--- src/rtl/mem_arbiter.sv ---
// mem_arbiter: round-robin arbiter sharing one registered memory port between I-cache and D-cache
module mem_arbiter #(
   parameter int ADDR_W = 28,
   parameter int LINE_W = 128
) (
   input  logic              clk,
   input  logic              rst_n,
   input  logic              ic_mem_read,
   input  logic [ADDR_W-1:0] ic_mem_addr,
   output logic [LINE_W-1:0] ic_mem_rdata,
   output logic              ic_mem_ready,
   input  logic              dc_mem_read,
   input  logic              dc_mem_write,
   input  logic [ADDR_W-1:0] dc_mem_addr,
   input  logic [LINE_W-1:0] dc_mem_wdata,
   output logic [LINE_W-1:0] dc_mem_rdata,
   output logic              dc_mem_ready,
   output logic              mem_read,
   output logic              mem_write,
   output logic [ADDR_W-1:0] mem_addr,
   output logic [LINE_W-1:0] mem_wdata,
   input  logic [LINE_W-1:0] mem_rdata,
   input  logic              mem_ready
);
   typedef enum logic [1:0] {IDLE, SERVE_I, SERVE_D} state_t;
   state_t state, state_nx;
   logic last_d;
   logic req_i, req_d, pick_d;
   assign req_i  = ic_mem_read;
   assign req_d  = dc_mem_read | dc_mem_write;
   assign pick_d = req_d & (~req_i | ~last_d);
   // next state: grant from IDLE (D wins a tie unless it went last), return to IDLE on mem_ready
   always_comb begin
      state_nx = state;
      if (state == IDLE)
         state_nx = pick_d ? SERVE_D : req_i ? SERVE_I : IDLE;
      else if (mem_ready)
         state_nx = IDLE;
   end
   // state register and round-robin history, updated when a transaction completes
   always_ff @(posedge clk or negedge rst_n) begin
      if (!rst_n) begin
         state  <= IDLE;
         last_d <= 1'b0;
      end else begin
         state <= state_nx;
         if (state != IDLE && mem_ready)
            last_d <= (state == SERVE_D);
      end
   end
   // memory request registers: loaded at the grant edge, held while serving, cleared on completion
   always_ff @(posedge clk or negedge rst_n) begin
      if (!rst_n) begin
         mem_read  <= 1'b0;
         mem_write <= 1'b0;
         mem_addr  <= '0;
         mem_wdata <= '0;
      end else if (state == IDLE) begin
         if (state_nx == SERVE_D) begin
            mem_addr  <= dc_mem_addr;
            mem_wdata <= dc_mem_wdata;
            mem_write <= dc_mem_write;
            mem_read  <= dc_mem_read & ~dc_mem_write;
         end else if (state_nx == SERVE_I) begin
            mem_addr  <= ic_mem_addr;
            mem_read  <= 1'b1;
            mem_write <= 1'b0;
         end
      end else if (mem_ready) begin
         mem_read  <= 1'b0;
         mem_write <= 1'b0;
         mem_addr  <= '0;
         mem_wdata <= '0;
      end
   end
   // response routing: only the client being served sees the memory response
   always_comb begin
      ic_mem_ready = (state == SERVE_I) & mem_ready;
      dc_mem_ready = (state == SERVE_D) & mem_ready;
      ic_mem_rdata = (state == SERVE_I) ? mem_rdata : '0;
      dc_mem_rdata = (state == SERVE_D) ? mem_rdata : '0;
   end
endmodule

--- config.mk ---
export PLATFORM = sky130hd
export DESIGN_NAME = mem_arbiter
export DESIGN_NICKNAME = d
export VERILOG_FILES = /design/src/rtl/mem_arbiter.sv
export SDC_FILE = /design/constraint.sdc
export NUM_CORES = 1
export LEC_CHECK = 0
export CORE_AREA = 2 2 283 285
export CTS_CLUSTER_DIAMETER = 40
export DETAILED_ROUTE_END_ITERATION = 6
export DIE_AREA = 0 0 285 287
export GPL_TIMING_DRIVEN = 0
export PLACE_DENSITY = 0.32
export SKIP_CTS_REPAIR_TIMING = 1
export SYNTH_ARGS = -nofsm -noshare
export SYNTH_HDL_FRONTEND = slang
export SYNTH_SLANG_ARGS = --single-unit
--- constraint.sdc ---
create_clock -name clk -period 3.51 [get_ports clk]
set_clock_uncertainty 0.2 [all_clocks]
set_input_delay 0.8775 -clock clk [delete_from_list [all_inputs] [get_ports clk]]
set_output_delay 0.8775 -clock clk [all_outputs]
set_load 0.005 [all_outputs]
==> results.md <==
- Status: finished clean
- Die W: 285 um
- Worst vdd ir: 0.365 mV
- Clock latency on the worst-skew pair: about 480 ps
- Top cell type's share of synthesized area: 43.9%
- Final hold slack: 129 ps
- Leak: 9.74 nW
- Relative slew slack: 56.0%
- Seq/Total Area, Yosys: 43.9%
- Main combinational cell family by area after synthesis: simple AND/OR/NAND/NOR gates
- Peak Freq: 290 MHz
- Routing usage on met1: a little under a fifth
- HP Class: primary input to async pin
- CP peak stage delay: 690 ps
- Compound-Gate Fraction of Synth Area: less than 1%
- Ys async rst share: 100%
- Met3 Track Usage GR: 5.53%
- Area grow syn2layout: 104%
- Max-slew violation count: 0
- CTS Sinks: 161
- Crit start category: primary input
- Arrival time worst endpoint: 2370 ps
- DRT Pass-1 Iters: 7
- Vert. Die Dim: 287 um
- Reg area: 0.00403 mm^2
- Worst r2r src: state[0]
- HPWL Detailed: approximately 60,000 um
- Place WS: -458 ps
- Cell taking the most area after synthesis: dfrtp_1
- CP Capture Type: output pin
- Largest net degree at the start of global routing: 94
- Syn Area/Cell: 9.16 um^2
- Post-synthesis xor/xnor area fraction: 0%
- FF+latch count, synth: 161
- Crit path required time: 2430 ps
- Final setup TNS: 0 ps
- R2R Path End: mem_addr[18]
- Post-route cell area: 0.0187 mm^2
- Starting Density: 11.7%
- Post-Syn Area: 0.00917 mm^2
- GRT Total Usage: 16.9%
- Placed cell area: 0.0179 mm^2
- IO Pins: 734
- Number of enable flip-flop cells after synthesis: 0
- Fin. Hold Viols: 0
- Adder-Cell Fraction of Synth Area: 0%
- Vias in the first global route: about 11,000
- PwrDens: approximately 750 mW/mm^2
- Maxcap violations: 0
- Row Count: a little over 100
- Synth Net Count: 1,319
- Core area: between 0.07 and 0.08 mm^2
- Synth top area cells: dfrtp_1 44%, mux2i_1 20%, and3_1 18%
- Top cells by count, synth: 258 x and3_1, 184 x mux2i_1, 161 x dfrtp_1
- CTS max path bufs: 2
- Met2 Usage GRT: 31.2%
- Antenna violations before repair: 21
- Area of the multi-input gates: 0.00415 mm^2
- Yosys warning count: 0
- Proportion of layout cells with a drive suffix above 1: 7.02%
- Placer congestion estimate: between 0.9 and 1
- WL/cell: 25.3 um
- Port bufs: 733
- Wire length of the first global-routing pass: 94,900 um
- Crit-path max FO: 2
- Top FF cell, synth: dfrtp_1
- Crit-path most repeated cell: clkdlybuf4s50_1
- Critical-path top delay cell: clkdlybuf4s50_1
- Worst r2r path cells: 6
- Crit-path cells: clkdlybuf4s50_1 > and3_1 > clkdlybuf4s50_1
- Synth Area in Simple Gates: 24.2%
- Via density: 3.67
- Antenna Nets Post-Route: 0
- Tmin final: 3440 ps
- Critical path class: primary input to output pin
- CTS tree: yes
- H-tree Lvls: 4
- Routed WL: between 70,000 and 80,000 um
- Final WS setup: around 67 ps
- Layout Nets: 2,072
- Most used routing layer: met2
- Iteration-0 DRC Markers: 469
- Remaining DRCs: 0
- Final setup fails: 0
- Mux contribution to synthesized area: roughly a fifth
- Cell count after synthesis: 1,001
- Die ar.: 0.0818 mm^2
- Slew @ Worst Pin: 661 ps
- Root buffer cell: clkbuf_16
- Clock-pin slew on the worst setup and hold paths: 80 ps
- Count leader, synth: and3_1
- Flop-to-flop setup slack: between 1000 and 1500 ps
- Netlist cell types: 19
- CTS Buf Count: 17
- Final cycle utilization of the critical path: 98.1%
- Grt total ovfl: 0
- Via count: 10,400
- Fillers: between 8,000 and 9,000
## final cells by class
type | instances | area share, %
Clock inverter | 15 | 1.01
Tap cell | 1050 | 7.03
Antenna cell | 4 | 0.0536
Buffer | 96 | 3.46
Sequential cell | 161 | 21.6
Clock buffer | 17 | 2.28
Multi-Input combinational cell | 614 | 22.2
Timing Repair Buffer | 734 | 39.8
Inverter | 130 | 2.61
## critical path: cells and delay by family
kind,cells,cell delay [ps]
buffers and inverters,2,1260
AND/OR/NAND/NOR,1,220
## state kept, by name, summed over array words and instances (netlist names)
signal	count
last_d	1
mem_addr	28
mem_read	1
mem_wdata	128
mem_write	1
state	2
## logic make-up after synthesis
logic type | after synthesis
mux | 184
buf+inv | 226
compound gates | 12
flops | 161
simple gates | 418
## metrics by stage
stage | util [%] | std cells | total power, W
floorplan | - | 1001 | 0.00634
global route | 23.8 | 2817 | 0.0149
finish | 23.8 | 2821 | 0.0140
global placement | 22.7 | 2784 | 0.0120
detailed placement | 22.7 | 2785 | 0.0120
CTS | 23.5 | 2817 | 0.0142
## layer usage
layer  up-vias  share of wire, %
met4         6               1.7
met1      5018                39
met3        65               7.7
met2       480                52
li1       4794                 -
met5         -             0.052
## placed cells by master, fill, tap and decap left out, types with 3 or more instances in the layout
cell	instances
clkdlybuf4s50_1	707
and3_1	256
mux2i_1	184
dfrtp_1	161
nand2_1	158
inv_1	129
dlymetal6s2s_1	25
clkbuf_2	23
buf_2	22
buf_6	21
clkbuf_16	17
clkbuf_4	11
clkbuf_1	11
buf_4	8
diode_2	4
inv_8	4
clkinv_8	4
o21ai_0	3
clkinvlp_4	3
## worst max-delay path by stage
stage	from	to	slack, ps	depth (start not counted)
floorplan	state[0]	dc_mem_rdata[100]	1200	5
global placement	rst_n	mem_addr[10]	-6890	1
detailed placement	state[0]	dc_mem_rdata[117]	-460	6
CTS	state[0]	dc_mem_rdata[117]	-1040	6
global route	state[1]	dc_mem_rdata[76]	-0.3	5
finish	mem_rdata[76]	ic_mem_rdata[76]	70	3
## where the power goes
part	switching, W	total (W)	leakage (nW)	internal, W
combinational	0.00426	0.00883	7.41	0.00457
clock	0.00102	0.00204	0.289	0.00102
sequential	0.000426	0.00308	2.05	0.00265
total	0.00571	0.0140	9.74	0.00824
No activity file was read; power rests on OpenSTA's default activity.
